File: src/rtl/tx_agc_pkg.sv
// Shared types and constants for the transmit AGC / limiter.
package tx_agc_pkg;

  localparam int WIDTH     = 24;
  localparam int GAIN_W    = 16;
  localparam int GAIN_FRAC = 12;

  typedef logic signed [WIDTH-1:0] sample_t;
  typedef logic [GAIN_W-1:0]       gain_t;

  localparam gain_t GAIN_UNITY = gain_t'(1 << GAIN_FRAC);

  typedef enum logic [2:0] {
    ST_IDLE,
    ST_CAPT,
    ST_MUL,
    ST_SAT,
    ST_ADJ
  } agc_state_t;

  // Magnitude that stays representable: the most negative code folds to full scale.
  function automatic sample_t abs_mag(input sample_t s);
    sample_t r;
    if (!s[WIDTH-1]) begin
      r = s;
    end else if (s == {1'b1, {(WIDTH-1){1'b0}}}) begin
      r = {1'b0, {(WIDTH-1){1'b1}}};
    end else begin
      r = -s;
    end
    return r;
  endfunction

endpackage

File: src/rtl/tx_agc_if.sv
// Sample bus between the mode mux, the AGC and the i2s transmitter.
interface tx_agc_if;
  import tx_agc_pkg::*;

  logic    next_lrclk_fall;
  logic    i_enable;
  sample_t i_left;
  sample_t i_right;
  sample_t o_left;
  sample_t o_right;
  logic    o_valid;
  gain_t   o_gain;
  logic    o_clip;
  logic    o_overrun;

  modport master (
    output next_lrclk_fall, i_enable, i_left, i_right,
    input  o_left, o_right, o_valid, o_gain, o_clip, o_overrun
  );

  modport slave (
    input  next_lrclk_fall, i_enable, i_left, i_right,
    output o_left, o_right, o_valid, o_gain, o_clip, o_overrun
  );
endinterface

File: src/rtl/agc_sat_mul.sv
// One channel of gain scaling: registered signed product, then combinational
// round-half-up, saturation to the sample range and a clip flag.
module agc_sat_mul
  import tx_agc_pkg::*;
(
  input  logic    mclk,
  input  logic    reset_n,
  input  logic    mul_en,
  input  sample_t smp,
  input  gain_t   gain,
  output sample_t res,
  output logic    clip
);

  localparam int PROD_W = WIDTH + GAIN_W + 1;
  localparam int SCL_W  = PROD_W - GAIN_FRAC;

  localparam logic signed [PROD_W-1:0] RND =
    {{(PROD_W-GAIN_FRAC){1'b0}}, 1'b1, {(GAIN_FRAC-1){1'b0}}};
  localparam logic signed [SCL_W-1:0] SAT_HI =
    {{(SCL_W-WIDTH+1){1'b0}}, {(WIDTH-1){1'b1}}};
  localparam logic signed [SCL_W-1:0] SAT_LO =
    {{(SCL_W-WIDTH+1){1'b1}}, {(WIDTH-1){1'b0}}};

  logic signed [PROD_W-1:0] prod_d, prod_q;
  logic signed [PROD_W-1:0] smp_x, gain_x, rounded;
  logic signed [SCL_W-1:0]  scaled;

  always_comb begin
    smp_x  = {{(GAIN_W+1){smp[WIDTH-1]}}, smp};
    gain_x = {{(WIDTH+1){1'b0}}, gain};
    prod_d = prod_q;
    if (mul_en) begin
      prod_d = smp_x * gain_x;
    end
  end

  always_ff @(posedge mclk or negedge reset_n) begin
    if (!reset_n) begin
      prod_q <= '0;
    end else begin
      prod_q <= prod_d;
    end
  end

  always_comb begin
    rounded = prod_q + RND;
    scaled  = rounded[PROD_W-1:GAIN_FRAC];
    res     = scaled[WIDTH-1:0];
    clip    = 1'b0;
    if (scaled > SAT_HI) begin
      res  = {1'b0, {(WIDTH-1){1'b1}}};
      clip = 1'b1;
    end else if (scaled < SAT_LO) begin
      res  = {1'b1, {(WIDTH-1){1'b0}}};
      clip = 1'b1;
    end
  end

endmodule

File: src/rtl/tx_agc.sv
// Per-frame stereo AGC/limiter: capture, multiply, saturate, then adapt gain
// (fast attack on loud/clipped frames, slow recovery after a quiet hold period).
module tx_agc
  import tx_agc_pkg::*;
#(
  parameter gain_t   GAIN_INIT    = 16'd4096,
  parameter gain_t   GAIN_MIN     = 16'd256,
  parameter gain_t   GAIN_MAX     = 16'd16384,
  parameter sample_t HI_THRESH    = 24'h600000,
  parameter sample_t LO_THRESH    = 24'h200000,
  parameter int      ATTACK_SHIFT = 4,
  parameter int      DECAY_SHIFT  = 8,
  parameter int      HOLD_FRAMES  = 480
) (
  input  logic   mclk,
  input  logic   reset_n,
  tx_agc_if.slave bus
);

  localparam int HOLD_W = $clog2(HOLD_FRAMES + 1);

  agc_state_t        state_d, state_q;
  sample_t           smp_l_d, smp_l_q, smp_r_d, smp_r_q;
  gain_t             g_d, g_q, gain_d, gain_q;
  logic              en_d, en_q;
  sample_t           o_left_d, o_left_q, o_right_d, o_right_q;
  logic              o_valid_d, o_valid_q, o_clip_d, o_clip_q;
  logic              o_overrun_d, o_overrun_q;
  logic [HOLD_W-1:0] hold_d, hold_q, hold_inc;

  sample_t           sat_l, sat_r, peak, pk_l, pk_r;
  logic              clip_l, clip_r, mul_en;
  logic [GAIN_W:0]   atk_step, dec_step, gain_dn, gain_up;

  assign mul_en = (state_q == ST_MUL);

  agc_sat_mul u_mul_l (
    .mclk    (mclk),
    .reset_n (reset_n),
    .mul_en  (mul_en),
    .smp     (smp_l_q),
    .gain    (g_q),
    .res     (sat_l),
    .clip    (clip_l)
  );

  agc_sat_mul u_mul_r (
    .mclk    (mclk),
    .reset_n (reset_n),
    .mul_en  (mul_en),
    .smp     (smp_r_q),
    .gain    (g_q),
    .res     (sat_r),
    .clip    (clip_r)
  );

  // Candidate gain moves, evaluated every cycle and picked up in ADJ.
  always_comb begin
    pk_l     = abs_mag(o_left_q);
    pk_r     = abs_mag(o_right_q);
    peak     = (pk_l > pk_r) ? pk_l : pk_r;
    hold_inc = hold_q + 1'b1;

    atk_step = {1'b0, gain_q >> ATTACK_SHIFT};
    if (atk_step == '0) atk_step = (GAIN_W+1)'(1);
    gain_dn = {1'b0, gain_q} - atk_step;
    if (gain_dn < {1'b0, GAIN_MIN}) gain_dn = {1'b0, GAIN_MIN};

    dec_step = {1'b0, gain_q >> DECAY_SHIFT};
    if (dec_step == '0) dec_step = (GAIN_W+1)'(1);
    gain_up = {1'b0, gain_q} + dec_step;
    if (gain_up > {1'b0, GAIN_MAX}) gain_up = {1'b0, GAIN_MAX};
  end

  always_comb begin
    state_d     = state_q;
    smp_l_d     = smp_l_q;
    smp_r_d     = smp_r_q;
    g_d         = g_q;
    en_d        = en_q;
    gain_d      = gain_q;
    hold_d      = hold_q;
    o_left_d    = o_left_q;
    o_right_d   = o_right_q;
    o_clip_d    = o_clip_q;
    o_valid_d   = 1'b0;
    o_overrun_d = o_overrun_q;

    case (state_q)
      ST_IDLE: begin
        if (bus.next_lrclk_fall) state_d = ST_CAPT;
      end
      ST_CAPT: begin
        smp_l_d = bus.i_left;
        smp_r_d = bus.i_right;
        en_d    = bus.i_enable;
        g_d     = bus.i_enable ? gain_q : GAIN_UNITY;
        state_d = ST_MUL;
      end
      ST_MUL: begin
        state_d = ST_SAT;
      end
      ST_SAT: begin
        o_left_d  = sat_l;
        o_right_d = sat_r;
        o_clip_d  = clip_l | clip_r;
        o_valid_d = 1'b1;
        state_d   = ST_ADJ;
      end
      ST_ADJ: begin
        if (en_q) begin
          if (peak > HI_THRESH || o_clip_q) begin
            gain_d = gain_dn[GAIN_W-1:0];
            hold_d = '0;
          end else if (peak < LO_THRESH) begin
            if (hold_inc == HOLD_W'(HOLD_FRAMES)) begin
              gain_d = gain_up[GAIN_W-1:0];
              hold_d = '0;
            end else begin
              hold_d = hold_inc;
            end
          end else begin
            hold_d = '0;
          end
        end
        state_d = ST_IDLE;
      end
      default: state_d = ST_IDLE;
    endcase

    if (bus.next_lrclk_fall && state_q != ST_IDLE) o_overrun_d = 1'b1;
  end

  always_ff @(posedge mclk or negedge reset_n) begin
    if (!reset_n) begin
      state_q     <= ST_IDLE;
      smp_l_q     <= '0;
      smp_r_q     <= '0;
      g_q         <= GAIN_UNITY;
      en_q        <= 1'b0;
      gain_q      <= GAIN_INIT;
      hold_q      <= '0;
      o_left_q    <= '0;
      o_right_q   <= '0;
      o_clip_q    <= 1'b0;
      o_valid_q   <= 1'b0;
      o_overrun_q <= 1'b0;
    end else begin
      state_q     <= state_d;
      smp_l_q     <= smp_l_d;
      smp_r_q     <= smp_r_d;
      g_q         <= g_d;
      en_q        <= en_d;
      gain_q      <= gain_d;
      hold_q      <= hold_d;
      o_left_q    <= o_left_d;
      o_right_q   <= o_right_d;
      o_clip_q    <= o_clip_d;
      o_valid_q   <= o_valid_d;
      o_overrun_q <= o_overrun_d;
    end
  end

  assign bus.o_left    = o_left_q;
  assign bus.o_right   = o_right_q;
  assign bus.o_valid   = o_valid_q;
  assign bus.o_gain    = gain_q;
  assign bus.o_clip    = o_clip_q;
  assign bus.o_overrun = o_overrun_q;

endmodule
File: src/flat_wrapper.sv
// flat-port wrapper written by rule: the top's interface ports become plain ports
module tx_agc_flat import tx_agc_pkg::*;
#(
  parameter gain_t   GAIN_INIT    = 16'd4096,
  parameter gain_t   GAIN_MIN     = 16'd256,
  parameter gain_t   GAIN_MAX     = 16'd16384,
  parameter sample_t HI_THRESH    = 24'h600000,
  parameter sample_t LO_THRESH    = 24'h200000,
  parameter int      ATTACK_SHIFT = 4,
  parameter int      DECAY_SHIFT  = 8,
  parameter int      HOLD_FRAMES  = 480
)
  (mclk, reset_n, bus_next_lrclk_fall, bus_i_enable, bus_i_left, bus_i_right, bus_o_left, bus_o_right, bus_o_valid, bus_o_gain, bus_o_clip, bus_o_overrun);
  tx_agc_if bus_i ();
  input  logic mclk;
  input  logic reset_n;
  input wire logic [$bits(bus_i.next_lrclk_fall)-1:0] bus_next_lrclk_fall;
  input wire logic [$bits(bus_i.i_enable)-1:0] bus_i_enable;
  input wire logic [$bits(bus_i.i_left)-1:0] bus_i_left;
  input wire logic [$bits(bus_i.i_right)-1:0] bus_i_right;
  output wire logic [$bits(bus_i.o_left)-1:0] bus_o_left;
  output wire logic [$bits(bus_i.o_right)-1:0] bus_o_right;
  output wire logic [$bits(bus_i.o_valid)-1:0] bus_o_valid;
  output wire logic [$bits(bus_i.o_gain)-1:0] bus_o_gain;
  output wire logic [$bits(bus_i.o_clip)-1:0] bus_o_clip;
  output wire logic [$bits(bus_i.o_overrun)-1:0] bus_o_overrun;
  assign bus_i.next_lrclk_fall = bus_next_lrclk_fall;
  assign bus_i.i_enable = bus_i_enable;
  assign bus_i.i_left = bus_i_left;
  assign bus_i.i_right = bus_i_right;
  assign bus_o_left = bus_i.o_left;
  assign bus_o_right = bus_i.o_right;
  assign bus_o_valid = bus_i.o_valid;
  assign bus_o_gain = bus_i.o_gain;
  assign bus_o_clip = bus_i.o_clip;
  assign bus_o_overrun = bus_i.o_overrun;
  tx_agc #(.GAIN_INIT(GAIN_INIT), .GAIN_MIN(GAIN_MIN), .GAIN_MAX(GAIN_MAX), .HI_THRESH(HI_THRESH), .LO_THRESH(LO_THRESH), .ATTACK_SHIFT(ATTACK_SHIFT), .DECAY_SHIFT(DECAY_SHIFT), .HOLD_FRAMES(HOLD_FRAMES)) u_core (.mclk(mclk), .reset_n(reset_n), .bus(bus_i));
endmodule
File: config.mk
export PLATFORM = sky130hd
export DESIGN_NAME = tx_agc_flat
export DESIGN_NICKNAME = d
export VERILOG_FILES = /design/src/rtl/tx_agc_pkg.sv /design/src/rtl/tx_agc_if.sv /design/src/rtl/agc_sat_mul.sv /design/src/rtl/tx_agc.sv /design/src/flat_wrapper.sv
export SDC_FILE = /design/constraint.sdc
export NUM_CORES = 2
export LEC_CHECK = 0
export CAP_MARGIN = 20
export CORE_MARGIN = 2
export CORE_UTILIZATION = 50
export DETAILED_ROUTE_END_ITERATION = 16
export GPL_TIMING_DRIVEN = 0
export PLACE_DENSITY = 0.78
export SYNTH_ARGS = -nofsm -noshare
export SYNTH_HDL_FRONTEND = slang
export SYNTH_SLANG_ARGS = --single-unit
File: constraint.sdc
create_clock -name mclk -period 6.6 [get_ports mclk]
set_input_delay 0.99 -clock mclk [delete_from_list [all_inputs] [get_ports mclk]]
set_output_delay 0.99 -clock mclk [all_outputs]
set_load 0.01 [all_outputs]
==> results.ini <==
[clock_tree]
cts_buffer_depth=3
holdBufCountCts=0
numCtsBuffers=27
cts_tree=yes
clock-sinks=204
clkTransAtPathRegs_ns=0.07
cts_root_buf=clkbuf_16
htree_levels=1
clock_latency_ns=0.62

[cells_and_area]
layoutNonFillerInstCount=5881
multiInputGateArea_um2=30900
post-route-util_pct=57.5
syn_to_final_growth_pct=13.7
drive_gt1_share_pct=8.44
fillers=6775
num-nets-final=5853
ff_latch_area_um2=5160

[grt]
grt_remaining_overflow=0
grt_max_degree=94
globalRouteTotalUtil_pct=30.3
antenna_found_initial=11
grt_first_pass_wirelength_mm=191
grt_pass1_vias=34300

[setup_path]
cp_data_arrival_time_ns=7.16
worst_path_max_delay_cell=fa_1
crit_path_end=u_core.u_mul_l.prod_q[38]
path_delay_family=adder cells
rr_startpoint=u_core.smp_l_q[9]
r2r.worst_path.cells=23
cp_num_buf_inv=4
crit_path_frequent_cell=fa_1
r2r_end=u_core.u_mul_l.prod_q[38]
critPathLaunch=u_core.smp_l_q[9]
r2r_slack_ns=-0.10
crit_cells=23
worst_setup_path_end_kind=flop
worstSetupPathType=reg2reg
start_kind=flop
critPathMaxFanout=10
path_cells=clkbuf_4 -> nand2_1 -> fa_1 -> fa_1 -> inv_1 -> fa_1 -> inv_1 -> fa_1 -> fa_1 -> fa_1 -> inv_1 -> ha_2 -> a41oi_1 -> o21ai_0 -> a21oi_2 -> o221a_2 -> o21a_4 -> o21ai_4 -> a311oi_2 -> o21bai_2 -> a21oi_2 -> xor2_2 -> o21ai_1
crit_required_ns=7.06
cpPeakStageDelay_ns=0.55

[floorplanning]
row_count=103
die_h_um=287
die-width_um=287
core-area_um2=79000
dieArea_um2=82100
ios=119
start_util_pct=50.5

[synth]
synthArstFlopShare_pct=100
synthXorXnorAreaFrac_pct=3.93
synth_cells=4592
avgSynthCellArea_um2=8.69
yosysWarnings=0
synth_commonest_cells=inv_1 (928), nand2_1 (799), fa_1 (752)
synth-simple-area-share_pct=18.3
yosysMostFrequentCell=inv_1
synth_top_family_by_area=adder cells
yosysTopAreaCell=fa_1
synth_edf_count=0
synth.top_cells.by_area=fa_1 (38%), dfrtp_1 (13%), inv_1 (8.7%), ha_1 (7.7%), nand2_1 (7.5%)
ys_seq_area_share_pct=12.8
synth.mux.area_fraction_pct=0.323
synth_nets=5643
ys.flop_type=dfrtp_1
synth-compound-area-share_pct=8.22
synth_top_area_share_pct=37.7
synth_fa_ha_area_share_pct=45.5
synth-seq-cells=204
synth.distinct_cells=85
syn_area_um2=39900

[timing]
fmax_mhz=149
setup_viol_count_final=5
min_period_ns=6.70
slew_violations=0
timing.final.crit_share_pct=102
tightest_slew_ns=1.00
hold_viol=0
fin_skew_ns=0.0326
rsz0062_at_grt=yes
slew_headroom_pct=33.3
hold_slack_ns=0.239
timing.final.ws_setup_ns=-0.104

[run]
drv_cap=0

[route]
route.detailed.drc=0
first_pass_iters=6
via_count=33400
wirelength_mm=124
drtAntennaViolNets=0
avgViaCountPerCell=5.67
drt-wirelength-per-cell_um=21.1
initialDrtViolationCount=3428

[placed_design]
place_congestion=0.992
dp.cells=5763
hpwl_mm=97.8
pre_cts_ws_ns=-2.30
port_buffers=117

[outcome]
violations=setup timing
outcome=finished with violations

[hold_path]
hold_class=in2async

## cells in the final DEF (no fill, tap or decap), drive strengths merged, types with 99 or more instances in the layout
| master | count |
|---|---|
| clkbuf | 202 |
| o21ai | 123 |
| nor2 | 131 |
| xnor2 | 99 |
| ha | 247 |
| and2 | 314 |
| dfrtp | 202 |
| nand2 | 800 |
| clkdlybuf4s50 | 116 |
| buf | 128 |
| inv | 929 |
| fa | 752 |
## stage by stage
step,area [um^2],TNS (ns)
after floorplan,39900,0
after global placement,42400,-913.25
after detailed placement,42500,-39.84
after CTS,44600,0
after global routing,45400,-1.90
final,45400,-0.308
## what timing repair did
action,4_1_cts,5_1_grt
pin swaps,20,71
resized for setup,320,187
hold endpoints to repair,0,0
setup buffers,21,41
setup endpoints to repair,65,40
## layout make-up
| type | instances | area share [%] |
|---|---|---|
| clock inverters | 14 | 0.554 |
| well taps | 1050 | 2.89 |
| plain buffers | 227 | 3.69 |
| flip-flops and latches | 204 | 11.4 |
| diodes | 8 | 0.0441 |
| repair buffers | 184 | 3.88 |
| inverters | 930 | 7.71 |
| clock buffers | 36 | 1.67 |
| multi-input cells | 3228 | 68.2 |
## worst reg2reg max path, cell delays in order (launching register included)
cell	delay, ns
dfrtp_2	0.51
clkbuf_4	0.29
nand2_1	0.10
fa_1	0.50
fa_1	0.55
inv_1	0.05
fa_1	0.49
inv_1	0.05
fa_1	0.55
fa_1	0.43
fa_1	0.48
inv_1	0.04
ha_2	0.29
a41oi_1	0.21
o21ai_0	0.14
a21oi_2	0.22
o221a_2	0.24
o21a_4	0.17
o21ai_4	0.10
a311oi_2	0.36
o21bai_2	0.11
a21oi_2	0.18
xor2_2	0.33
o21ai_1	0.13
## cells by family after synthesis
logic type / Yosys count
flops: 204
compound gates: 493
mux: 12
buf+inv: 1160
simple gates: 1544
fa+ha+maj: 1000
xor+xnor: 179
## registers in the layout, indices dropped and copies added, names as in the netlist, 16 cells and up
register	flops
u_core.bus.o_gain	16
u_core.bus.o_left	24
u_core.bus.o_right	24
u_core.g_q	16
u_core.smp_l_q	24
u_core.smp_r_q	24
u_core.u_mul_l.prod_q	30
u_core.u_mul_r.prod_q	30
## metal layers
layer	up-vias	global-route usage, %	wire length, um	share of wire (%)
met2	1897	46.6	54800	44
met1	16500	39.4	47000	38
met5	-	0.465	148	0.12
met3	480	8.38	14500	12
met4	12	15.5	7940	6.4
li1	14500	-	-	-
## worst min path at each step
stage / slack (ns) / depth (start not counted) / end / from
2_1_floorplan: 0.46 / 2 / u_core.en_q / u_core.en_q
3_3_place_gp: 0.49 / 2 / u_core.u_mul_r.prod_q[40] / u_core.u_mul_r.prod_q[40]
3_5_place_dp: 0.51 / 2 / u_core.u_mul_r.prod_q[12] / u_core.u_mul_r.prod_q[12]
4_1_cts: 0.24 / 1 / u_core.bus.o_left[14] / reset_n
5_1_grt: 0.26 / 1 / u_core.bus.o_left[16] / reset_n
6_report: 0.24 / 1 / u_core.u_mul_l.prod_q[28] / reset_n
Power is not shown: default switching activity piles up to over one toggle a cycle in this logic, so the estimate is an artifact.
